`config.mk`:
```
export PLATFORM = sky130hd
export DESIGN_NAME = spi_lcd_rx
export DESIGN_NICKNAME = d
export VERILOG_FILES = /design/src/rtl/spi_lcd_pkg.sv /design/src/rtl/lcd_word_fifo.sv /design/src/rtl/sync_chain.sv /design/src/rtl/spi_lcd_rx.sv
export SDC_FILE = /design/constraint.sdc
export NUM_CORES = 1
export LEC_CHECK = 0
export ABC_AREA = 0
export BUFFER_PORTS_ARGS = -buffer_cell sky130_fd_sc_hd__buf_2
export CORE_AREA = 2 2 71 73
export DETAILED_ROUTE_END_ITERATION = 10
export DIE_AREA = 0 0 73 75
export GPL_TIMING_DRIVEN = 0
export PLACE_DENSITY = 0.89
export SYNTH_ARGS = -nofsm -noshare
export SYNTH_HDL_FRONTEND = slang
export SYNTH_SLANG_ARGS = --single-unit
```
`constraint.sdc`:
```
create_clock -name clk -period 5.23 [get_ports clk]
set_clock_uncertainty 0.05 [all_clocks]
set_input_delay 1.569 -clock clk [delete_from_list [all_inputs] [get_ports clk]]
set_output_delay 1.569 -clock clk [all_outputs]
set_load 0.01 [all_outputs]
```
`src/rtl/spi_lcd_pkg.sv`:
```
// Shared types for the LCD-side SPI receiver.
// Latency: n/a (types and constants only).
// Backpressure: n/a.
package spi_lcd_pkg;

    localparam int LCD_BYTE_W = 8;

    // One received byte tagged with its D/C flag (0 = command, 1 = data).
    typedef struct packed {
        logic                  dc;
        logic [LCD_BYTE_W-1:0] data;
    } lcd_word_t;

    // IDLE while chip select is high, SHIFT while a frame is open.
    typedef enum logic {
        IDLE  = 1'b0,
        SHIFT = 1'b1
    } rx_state_t;

endpackage

```
`src/rtl/lcd_word_fifo.sv`:
```
// Synchronous FIFO of tagged LCD words.
// Latency: written word visible at head one cycle after push.
// Backpressure: caller must not push when full (unless popping) nor pop when empty.
// Ports: clk, reset_n, push/push_data/full (write side), pop/empty/head (read side).
module lcd_word_fifo
    import spi_lcd_pkg::*;
#(
    parameter int FIFO_DEPTH = 4
) (
    input  logic      clk,
    input  logic      reset_n,
    input  logic      push,
    input  lcd_word_t push_data,
    output logic      full,
    input  logic      pop,
    output logic      empty,
    output lcd_word_t head
);

    localparam int AW = $clog2(FIFO_DEPTH);

    // Pointers carry one extra wrap bit so full and empty are distinguishable.
    logic [AW:0] wr_ptr;
    logic [AW:0] rd_ptr;
    lcd_word_t   mem [FIFO_DEPTH];

    always_ff @(posedge clk or negedge reset_n) begin
        if (!reset_n) begin
            wr_ptr <= '0;
            rd_ptr <= '0;
        end else begin
            if (push) begin
                wr_ptr <= wr_ptr + 1'b1;
            end
            if (pop) begin
                rd_ptr <= rd_ptr + 1'b1;
            end
        end
    end

    // A push while full and popping overwrites the slot being vacated;
    // the head read this cycle still sees the old contents.
    always_ff @(posedge clk) begin
        if (push) begin
            mem[wr_ptr[AW-1:0]] <= push_data;
        end
    end

    assign empty = (wr_ptr == rd_ptr);
    assign full  = (wr_ptr[AW] != rd_ptr[AW]) && (wr_ptr[AW-1:0] == rd_ptr[AW-1:0]);
    assign head  = mem[rd_ptr[AW-1:0]];

endmodule

```
`src/rtl/sync_chain.sv`:
```
// Multi-flop synchroniser for a single asynchronous level into clk.
// Latency: STAGES clk cycles.
// Backpressure: none; samples every cycle.
// Ports: clk, reset_n (async active-low), d (async input), q (synchronised).
module sync_chain #(
    parameter int   STAGES  = 2,
    parameter logic RST_VAL = 1'b0
) (
    input  logic clk,
    input  logic reset_n,
    input  logic d,
    output logic q
);

    logic [STAGES-1:0] ff;

    always_ff @(posedge clk or negedge reset_n) begin
        if (!reset_n) begin
            ff <= {STAGES{RST_VAL}};
        end else begin
            ff <= {ff[STAGES-2:0], d};
        end
    end

    assign q = ff[STAGES-1];

endmodule

```
`src/rtl/spi_lcd_rx.sv`:
```
// SPI mode-0 target for the LCD link: deserialises bytes into D/C-tagged words.
// Latency: 8th spi_clk rise at the pin to out_valid is SYNC_STAGES + 2 clk cycles.
// Backpressure: out_valid/out_ready; a completed byte arriving with the FIFO full is dropped (overflow pulse).
// Ports: clk, reset_n; SPI pins spi_clk/spi_mosi/spi_cs_n/lcd_dc;
//        out_valid/out_ready/out_data/out_dc word stream; busy, overflow, frame_err status.
module spi_lcd_rx
    import spi_lcd_pkg::*;
#(
    parameter int FIFO_DEPTH  = 4,
    parameter int SYNC_STAGES = 2
) (
    input  logic                  clk,
    input  logic                  reset_n,
    input  logic                  spi_clk,
    input  logic                  spi_mosi,
    input  logic                  spi_cs_n,
    input  logic                  lcd_dc,
    output logic                  out_valid,
    input  logic                  out_ready,
    output logic [LCD_BYTE_W-1:0] out_data,
    output logic                  out_dc,
    output logic                  busy,
    output logic                  overflow,
    output logic                  frame_err
);

    localparam int BIT_CNT_W = $clog2(LCD_BYTE_W);
    localparam logic [BIT_CNT_W-1:0] LAST_BIT = BIT_CNT_W'(LCD_BYTE_W - 1);

    // ---------------------------------------------------------------- sync
    logic spi_clk_s, mosi_s, cs_n_s, dc_s;
    logic sync_ok;

    sync_chain #(.STAGES(SYNC_STAGES), .RST_VAL(1'b0)) u_sync_clk (
        .clk(clk), .reset_n(reset_n), .d(spi_clk), .q(spi_clk_s)
    );
    sync_chain #(.STAGES(SYNC_STAGES), .RST_VAL(1'b0)) u_sync_mosi (
        .clk(clk), .reset_n(reset_n), .d(spi_mosi), .q(mosi_s)
    );
    sync_chain #(.STAGES(SYNC_STAGES), .RST_VAL(1'b1)) u_sync_cs (
        .clk(clk), .reset_n(reset_n), .d(spi_cs_n), .q(cs_n_s)
    );
    sync_chain #(.STAGES(SYNC_STAGES), .RST_VAL(1'b0)) u_sync_dc (
        .clk(clk), .reset_n(reset_n), .d(lcd_dc), .q(dc_s)
    );

    // Goes high once the cs chain has flushed its reset value, i.e. when
    // cs_n_s first reflects the real pin after reset release.
    sync_chain #(.STAGES(SYNC_STAGES), .RST_VAL(1'b0)) u_sync_ok (
        .clk(clk), .reset_n(reset_n), .d(1'b1), .q(sync_ok)
    );

    // -------------------------------------------------------- edge detect
    logic spi_clk_d, cs_n_d;
    logic spi_rise, cs_rise;

    always_ff @(posedge clk or negedge reset_n) begin
        if (!reset_n) begin
            spi_clk_d <= 1'b0;
            cs_n_d    <= 1'b1;
        end else begin
            spi_clk_d <= spi_clk_s;
            cs_n_d    <= cs_n_s;
        end
    end

    assign spi_rise = spi_clk_s & ~spi_clk_d;
    assign cs_rise  = cs_n_s & ~cs_n_d;

    // ------------------------------------------------------ shift engine
    rx_state_t               state;
    logic                    armed;
    logic [BIT_CNT_W-1:0]    bit_cnt;
    logic [LCD_BYTE_W-1:0]   shreg;
    logic                    word_dc;
    logic                    word_vld;

    always_ff @(posedge clk or negedge reset_n) begin
        if (!reset_n) begin
            state     <= IDLE;
            armed     <= 1'b0;
            bit_cnt   <= '0;
            shreg     <= '0;
            word_dc   <= 1'b0;
            word_vld  <= 1'b0;
            frame_err <= 1'b0;
        end else begin
            word_vld  <= 1'b0;
            frame_err <= 1'b0;

            // A frame may only open after cs has been seen high post-reset,
            // so a reset in mid-frame never locks onto a partial stream.
            if (sync_ok && cs_n_s) begin
                armed <= 1'b1;
            end

            case (state)
                IDLE: begin
                    if (armed && !cs_n_s) begin
                        state <= SHIFT;
                    end
                end
                SHIFT: begin
                    if (cs_n_s) begin
                        state <= IDLE;
                    end else if (spi_rise) begin
                        shreg   <= {shreg[LCD_BYTE_W-2:0], mosi_s};
                        bit_cnt <= bit_cnt + 1'b1;
                        if (bit_cnt == LAST_BIT) begin
                            // shreg holds the full byte next cycle, when it is pushed.
                            word_dc  <= dc_s;
                            word_vld <= 1'b1;
                        end
                    end
                end
                default: state <= IDLE;
            endcase

            if (cs_rise && (bit_cnt != '0)) begin
                bit_cnt   <= '0;
                shreg     <= '0;
                frame_err <= 1'b1;
            end
        end
    end

    // --------------------------------------------------------------- FIFO
    logic      fifo_full, fifo_empty, fifo_push, fifo_pop;
    lcd_word_t fifo_head;
    lcd_word_t push_word;

    assign push_word = '{dc: word_dc, data: shreg};
    assign fifo_pop  = out_valid & out_ready;
    // Full is judged after a same-cycle pop, so push+pop while full succeeds.
    assign fifo_push = word_vld & (~fifo_full | fifo_pop);

    lcd_word_fifo #(.FIFO_DEPTH(FIFO_DEPTH)) u_fifo (
        .clk       (clk),
        .reset_n   (reset_n),
        .push      (fifo_push),
        .push_data (push_word),
        .full      (fifo_full),
        .pop       (fifo_pop),
        .empty     (fifo_empty),
        .head      (fifo_head)
    );

    always_ff @(posedge clk or negedge reset_n) begin
        if (!reset_n) begin
            overflow <= 1'b0;
        end else begin
            overflow <= word_vld & fifo_full & ~fifo_pop;
        end
    end

    // -------------------------------------------------------------- outputs
    assign out_valid = ~fifo_empty;
    // Masked when empty so the unreset storage never shows on the outputs.
    assign out_data  = fifo_empty ? '0   : fifo_head.data;
    assign out_dc    = fifo_empty ? 1'b0 : fifo_head.dc;
    assign busy      = (state == SHIFT) || (bit_cnt != '0);

endmodule

```
=== Word-level counts from Yosys, hierarchy flattened ===
Memory sizes are Yosys's and may differ from the RTL's.
Index checks and enable logic that the tools add are counted.
W data, S select, Z words.

* Memories: 1
* Flip-flop bits (word level): 35
* Word-level logic and storage cells: 71
* Bits of input ports: 7
* Output and inout port bits: 13
* Bits in writable memories: 36

{| class="wikitable"
|+ Memory list
! name !! depth !! bits a word !! read ports !! clocked after memory_dff !! write ports !! RTL line !! source
|-
| u_fifo.mem || 4 || 9 || 1 || 0 || 1 || lcd_word_fifo.sv:25 || <nowiki>lcd_word_t mem [FIFO_DEPTH];</nowiki>
|}

* Muxes and demuxes: 20
* Reduce and logical (&&, ||, !) cells: 11
* $add $sub $neg: 3
* Equal/unequal tests: 5
* Bitwise gates (word level): 14

{| class="wikitable"
|+ Operator list
! kind !! count
|-
| $mux W8 || 5
|-
| $mux W3 || 4
|-
| $mux W1 || 10
|-
| $add A3 B1 Y3 const B || 3
|-
| $not A1 Y1 || 7
|-
| $and A1 B1 Y1 || 6
|-
| $logic_and A1 B1 Y1 || 4
|-
| $reduce_and A4 Y1 || 1
|-
| $reduce_bool A2 Y1 || 2
|-
| $eq A3 B3 Y1 || 1
|-
| $eq A3 B3 Y1 const B || 1
|-
| $reduce_and A3 Y1 || 1
|-
| $reduce_bool A3 Y1 || 1
|-
| $eq A2 B2 Y1 || 1
|-
| $ne A2 B2 Y1 const B || 1
|-
| $pmux W1 S2 || 1
|-
| $logic_not A1 Y1 || 1
|-
| $logic_or A1 B1 Y1 || 1
|-
| $ne A1 B1 Y1 || 1
|-
| $or A1 B1 Y1 || 1
|}

=== Depth between registers and ports, before layout ===
Gate-level depths: netlist of the first run.

* Depth after elaboration: 7
* Mapped depth: 6
* Gate-level depth less buffers: 5

=== Cells and area by module ===
From an unflattened synthesis of the first run, not the netlist that was laid out.

* Cell total of the unflattened synthesis: 172
* Area, all modules: 2,752.6 µm²

{| class="wikitable"
|+ By module, submodules not included
! module !! area an instance (µm²) !! sequential area each (µm²) !! cells each !! times used
|-
| lcd_word_fifo || 1,646.6 || 1,231.2 || 77 || 1
|-
| spi_lcd_rx || 853.3 || 476.7 || 85 || 1
|-
| sync_chain at u_sync_clk ... || 50.0 || 50.0 || 2 || 4
|-
| sync_chain at u_sync_cs || 52.6 || 52.6 || 2 || 1
|}

=== Least setup slack after synthesis of the first run ===
Ideal clock, no wire load.

* Kind: flip-flop to output port
* From: register u_fifo.wr_ptr[0]
* To: output port out_valid
* Path slack: 2,204 ps
* Stages on the path, launching flop included: 4
* Arrival time: 1,407 ps
* Path buffers: 0
* Data required time: 3,611 ps
* Cell sequence: dfrtp_1 xor2_1 nor3_1 inv_1

* Cells in the longest elaborated chain, start to end: 2

{| class="wikitable"
|+ Ends and longest elaborated chain
! what !! RTL line !! source
|-
| start, declared || lcd_word_fifo.sv:23 || <nowiki>logic [AW:0] wr_ptr;</nowiki>
|-
| start signal, assigned || lcd_word_fifo.sv:33 || <nowiki>wr_ptr <= wr_ptr + 1'b1;</nowiki>
|-
| $eq A3 B3 Y1 || lcd_word_fifo.sv:49 || <nowiki>assign empty = (wr_ptr == rd_ptr);</nowiki>
|-
| $not A1 Y1 || spi_lcd_rx.sv:157 || <nowiki>assign out_valid = ~fifo_empty;</nowiki>
|-
| end, declared || spi_lcd_rx.sv:18 || <nowiki>output logic out_valid,</nowiki>
|}

Every way passes these cells.

=== Worst setup path in the final report of the first run ===
* From: register u_fifo.wr_ptr[0]
* To: output port out_data[7]

* Cells in the longest elaborated chain, start to end: 2

{| class="wikitable"
|+ Ends and longest elaborated chain
! what !! RTL line !! source
|-
| $eq A3 B3 Y1 || lcd_word_fifo.sv:49 ||
|-
| $mux W8 || spi_lcd_rx.sv:159 || <nowiki>assign out_data = fifo_empty ? '0 : fifo_head.data;</nowiki>
|-
| end, declared || spi_lcd_rx.sv:20 || <nowiki>output logic [LCD_BYTE_W-1:0] out_data,</nowiki>
|}

Every way passes these cells.

==> results of run 1 <==
-- per-layer routing --
metal	GRT usage (%)	wire length (um)	up-vias
met2	29.3	2130	37
met4	10.7	84	0
li1	-	-	634
met3	6.02	205	8
met1	20.0	1710	684
met5	0	0	-
-- synthesized netlist by cell type, drive strengths merged (2+ instances only) --
cell type  number
nor2            4
inv             6
edfxtp         36
a22o           10
and3            4
xor2            3
nor2b          10
xnor2           4
mux4            9
dfstp           3
mux2            4
clkbuf          3
nand2b          2
ha              8
dfrtp          32
-- flip-flops by register name (all words and copies together) (netlist names) --
signal	flops
u_sync_dc.ff	2
word_vld	1
word_dc	1
u_fifo.wr_ptr	3
shreg	8
armed	1
frame_err	1
u_sync_ok.ff	2
state	1
u_sync_mosi.ff	2
u_sync_clk.ff	2
spi_clk_d	1
u_fifo.mem	36
overflow	1
cs_n_d	1
u_sync_cs.ff	2
u_fifo.rd_ptr	3
bit_cnt	3
-- stage by stage --
stage,std cells,utilization (%)
2_1_floorplan,154,-
4_1_cts,243,66.0
6_report,243,66.0
3_5_place_dp,227,62.2
3_3_place_gp,227,62.2
5_1_grt,243,66.0
-- cells by family after synthesis --
group / after synthesis / share of synthesized area [%]
AOI/OAI and AO/OA: 17 / 5.40
xor gates and xnor gates: 7 / 2.24
adders and majority gates: 8 / 3.66
buffers and inverters: 10 / 1.42
DFF: 71 / 71.7
muxes: 13 / 9.06
other: 1 / 0.137
and+or+nand+nor: 27 / 6.40
-- worst paths after layout --
| path | end | startpoint | slack (ns) |
|---|---|---|---|
| hold / removal | u_sync_dc.ff[1] | u_sync_dc.ff[0] | 0.30 |
| min in group asynchronous | u_sync_ok.ff[1] | reset_n | 1.25 |
| setup / recovery | out_data[7] | u_fifo.wr_ptr[0] | 1.33 |
| hold reg to reg | u_sync_dc.ff[1] | u_sync_dc.ff[0] | 0.30 |
| max in group asynchronous | shreg[0] | reset_n | 3.40 |
| setup reg to reg | u_fifo.mem[0][1] | u_fifo.wr_ptr[0] | 3.33 |
-- final cells by class --
type | instances | area, um2 | area share (%)
sequential | 71 | 1960 | 63.7
multi-input combinational | 73 | 736 | 23.9
clock buffer | 16 | 180 | 5.85
timing repair buffer | 19 | 95.1 | 3.09
tap | 54 | 67.6 | 2.20
inverter | 6 | 22.5 | 0.732
buffer | 4 | 16.3 | 0.528
-- power by group through the flow --
stage | clock [mW] | sequential [mW] | combinational [mW]
6_report | 0.389 | 0.653 | 0.286
5_1_grt | 0.422 | 0.656 | 0.319
4_1_cts | 0.400 | 0.653 | 0.292
3_5_place_dp | 0 | 0.662 | 0.292
3_3_place_gp | 0 | 0.659 | 0.275
2_1_floorplan | 0 | 0.656 | 0.207
-- worst max-delay path: stages (launching register included) --
cell	delay (ns)
dfrtp_1	0.45
xor2_1	0.23
nor3_1	0.99
nor2b_1	0.09
buf_2	0.19
==> impl_metrics.yaml, run 1 <==
yosys:
  synth.largest_area_cell: "edfxtp_1"
  ys.flop_type: "edfxtp_1"
  yosysTopAreaCellShare_pct: 39.5
  ys_seq_area_share_pct: 71.7
  syn_area_per_cell_um2: 17.8
  netlist_top_cells_area: "edfxtp_1 40%, dfrtp_1 29%, mux4_2 7.4%, ha_1 3.7%, a22o_1 3.2%"
  yosysWarnings: 0
  syn_area_um2: 2740
  synth_seq_cells: 71
  synth_edf_count: 36
  async_flop_share_pct: 49.3
  syn_nets: 169
  synthCells: 154
  yosysUniqueCellTypes: 31
hold_path:
  hp-class: "reg -> reg"
  hold_depth: 0
setup_path:
  start_kind: "register"
  end_kind: "primary output"
  crit_fanout: 10
  reg2regPathDepth: 3
  required_ns: 3.61
  critPathKind: "reg -> out"
  cp_data_arrival_time_ns: 2.28
grt:
  grt_usage_pct: 17.7
  grt_pass1_vias: 1400
  grt-ovfl-total: 0
  grt_max_degree: 36
  antenna_found_initial: 0
  grt_pass1_wl_um: 6700
final_layout:
  area_growth_pct: 12.5
  drive_above_1_share_pct: 29.1
  antennaDiodeCount: 0
  stdcell_area_um2: 3080
  filler_cell_count: 299
  final_cell_mix: "36 x edfxtp_1, 32 x dfrtp_1, 20 x buf_2"
  nets: 199
  final_common_cell: "edfxtp_1"
clocking:
  clock-sinks: 71
  ctsResizeCount: 0
  clk_pin_slew_worst_paths_ns: 0.07
  cts-buffers-inserted: 9
  cts_hold_buf: 0
  htreeDepth: 3
  clk_latency_ns: 0.33
  cts_setup_buffers: 0
  cts_buffer_depth: 2
  cts_tree: "built"
  root_buffer: "clkbuf_8"
power_and_ir_drop:
  p_int_mw: 0.971
  power.density_nw_per_um2: 431
  power_switching_mw: 0.357
  sw_frac_of_total_pct: 26.9
  p_comb_share_pct: 21.5
  leakagePower_nw: 1.29
  seqPwrFrac_pct: 49.2
  power_mw: 1.33
  ir_worst_vdd_v: 0.000196
  p_clk_share_pct: 29.3
die:
  chipHeight_um: 75
  start_util_pct: 58.7
  top_level_ports: 20
  num_rows: 25
  fp.dieW_um: 73
  die-area_um2: 5480
  core_area_um2: 4660
routing:
  drc_errors: 0
  postRouteAntennaNets: 0
  via_per_inst: 5.61
  drt_first_pass_iters: 6
  wire_per_inst_um: 17.0
  wirelength_um: 4130
  drt_iter0_drc: 160
  route.vias.total: 1363
run_status:
  status: "complete, no violations"
sta:
  final_hold_viol_count: 0
  worstMarginPinSlew_ns: 1.21
  finalSetupTns_ns: 0
  fin_crit_sh_pct: 74.5
  setup_slack_ns: 1.33
  timing.fmax_mhz: 257
  rsz0062_at_grt: "false"
  setup_viol: 0
  finalMaxSlewViolations: 0
  hold_slack_ns: 0.302
  fin_crit_ns: 3.90
  slew_headroom_pct: 18.8
place:
  placed_area_um2: 2900
  gp_congestion: 0.784
  port_buffers: 19
  place_ws_ns: 1.71
  dp_hpwl_um: 2810
job:
  drv_cap: 0
(Power assumes the default switching activity.)
==> inputs of run 2 (changes only) <==
- CORE_AREA: 2 2 71 73 -> 2 2 75 77
- DIE_AREA: 0 0 73 75 -> 0 0 77 79
- PLACE_DENSITY: 0.89 -> 0.84
- clock period: 5.23 -> 3.4 ns (I/O delays scaled with it)
==> run 2 against run 1 <==
Setup slack got worse by 0.97 ns. Count of clock-buffer cells in the layout down 7. Clock power rose by 82%. Critical path type unchanged.
==> impl_metrics.yaml, run 2 (synthesis gave the netlist of run 1 again) <==
power_and_ir_drop:
  seqPwrFrac_pct: 46.7
  power_switching_mw: 0.572
  sw_frac_of_total_pct: 26.7
  p_comb_share_pct: 20.3
  p_int_mw: 1.57
  p_clk_share_pct: 33.0
  ir_worst_vdd_v: 0.000528
  power.density_nw_per_um2: 684
  leakagePower_nw: 1.31
clocking:
  cts_hold_buf: 0
  ctsResizeCount: 0
  clk_latency_ns: 0.34
  cts_setup_buffers: 0
  cts-buffers-inserted: 9
  cts_tree: "built"
  htreeDepth: 3
  cts_buffer_depth: 2
  root_buffer: "clkbuf_8"
  clock-sinks: 71
  clk_pin_slew_worst_paths_ns: 0.07
routing:
  drt_iter0_drc: 149
  postRouteAntennaNets: 0
  drc_errors: 0
  wirelength_um: 4030
  route.vias.total: 1355
  wire_per_inst_um: 15.5
  via_per_inst: 5.19
  drt_first_pass_iters: 4
sta:
  rsz0062_at_grt: "false"
  finalMaxSlewViolations: 0
  final_hold_viol_count: 0
  setup_viol: 0
  fin_crit_ns: 3.04
  setup_slack_ns: 0.365
  timing.fmax_mhz: 329
  fin_crit_sh_pct: 89.3
  worstMarginPinSlew_ns: 0.774
  slew_headroom_pct: 48.4
  finalSetupTns_ns: 0
place:
  gp_congestion: 0.731
  dp_hpwl_um: 2410
  port_buffers: 19
  place_ws_ns: 0.412
  placed_cells: 245
final_layout:
  antennaDiodeCount: 0
  largest_reg_flops: 36
  nets: 199
  final_cell_mix: "36 x edfxtp_1, 32 x dfrtp_1, 20 x buf_2"
  seq_area_um2: 1960
  drive_above_1_share_pct: 31.2
  multi_input_area_um2: 741
  final_common_cell: "edfxtp_1"
  filler_cell_count: 426
  layout.cells.non_filler: 261
  area_growth_pct: 14.7
setup_path:
  crit_fanout: 10
  cp_slowest_stage_delay_ns: 0.57
  critPathBufInv: 2
  cpMostUsedCell: "buf_2"
  cp_data_arrival_time_ns: 1.97
  path_cells: "buf_2 > mux4_2 > nor2b_1 > buf_2"
  end_kind: "primary output"
  path_depth: 4
  start_kind: "register"
  critPathKind: "reg -> out"
  required_ns: 2.33
  reg2regPathDepth: 3
  crit_family: "multiplexers"
  cpMaxStageDelayCell: "mux4_2"
die:
  start_util_pct: 51.2
  core_area_um2: 5340
  top_level_ports: 20
  num_rows: 27
  fp.dieW_um: 77
  die-area_um2: 6080
  chipHeight_um: 79
grt:
  grt_pass1_vias: 1415
  met1_usage_pct: 18.1
  grt_max_degree: 36
  gr-usage-met3_pct: 4.09
  grt-ovfl-total: 0
  top_usage_layer: "met2"
  antenna_found_initial: 0
  use_met2_pct: 25.5
  grt_usage_pct: 15.4
  grt_pass1_wl_um: 6730
hold_path:
  hold_depth: 0
  hp-class: "reg -> reg"
job:
  drv_cap: 0
run_status:
  status: "complete, no violations"
-- run 2: changes by cell type in the layout (fill, tap and decap cells not counted), sizes merged --
cell    before  now
clkbuf      19   12
clkinv       0    5
bufinv       0    2
-- run 2: cell type report --
cell class,count,share of cell area [%]
multi-input combinational,73,23.6
timing repair buffer,19,3.03
tap,72,2.87
clock buffer,9,3.95
inverter,6,0.718
clock inverter,7,2.79
sequential,71,62.5
buffer,4,0.519
-- run 2: worst register-to-register path, cell delays in order, from the launching register on --
cell	delay, ns
dfrtp_1	0.45
xor2_1	0.23
or4_4	0.55
and3_2	0.34
-- run 2: power groups by stage --
stage	registers (mW)	logic (mW)	clock network, mW
after floorplan	1.01	0.319	0
after global placement	1.02	0.434	0
after detailed placement	1.02	0.442	0
after CTS	1.00	0.441	0.724
after global routing	1.01	0.490	0.763
final	1.00	0.436	0.708
-- run 2: metal layers --
| metal | vias to the layer above | share of wire, % |
|---|---|---|
| met5 | - | 0 |
| met4 | 0 | 2.9 |
| met3 | 11 | 4.1 |
| met2 | 32 | 50 |
| met1 | 676 | 43 |
| li1 | 636 | - |
-- run 2: per-stage QoR --
step	cell area, um2	power (mW)	util, %	hold WS (ns)
6_report	3140	2.15	58.8	0.300
5_1_grt	3140	2.26	58.8	0.315
4_1_cts	3130	2.17	58.7	0.301
3_5_place_dp	2920	1.46	54.7	0.285
3_3_place_gp	2920	1.45	54.7	0.281
2_1_floorplan	2740	1.33	-	0.281
-- run 2: path summary, 6_finish.rpt --
check | endpoint | slack (ns) | start
max in group asynchronous | shreg[3] | 2.11 | reset_n
min in group asynchronous | bit_cnt[0] | 0.70 | reset_n
worst max-delay path | out_dc | 0.36 | u_fifo.rd_ptr[0]
worst max register to register | u_fifo.mem[3][0] | 1.51 | u_fifo.wr_ptr[0]
worst min register to register | u_sync_dc.ff[1] | 0.30 | u_sync_dc.ff[0]
worst min-delay path | u_sync_dc.ff[1] | 0.30 | u_sync_dc.ff[0]
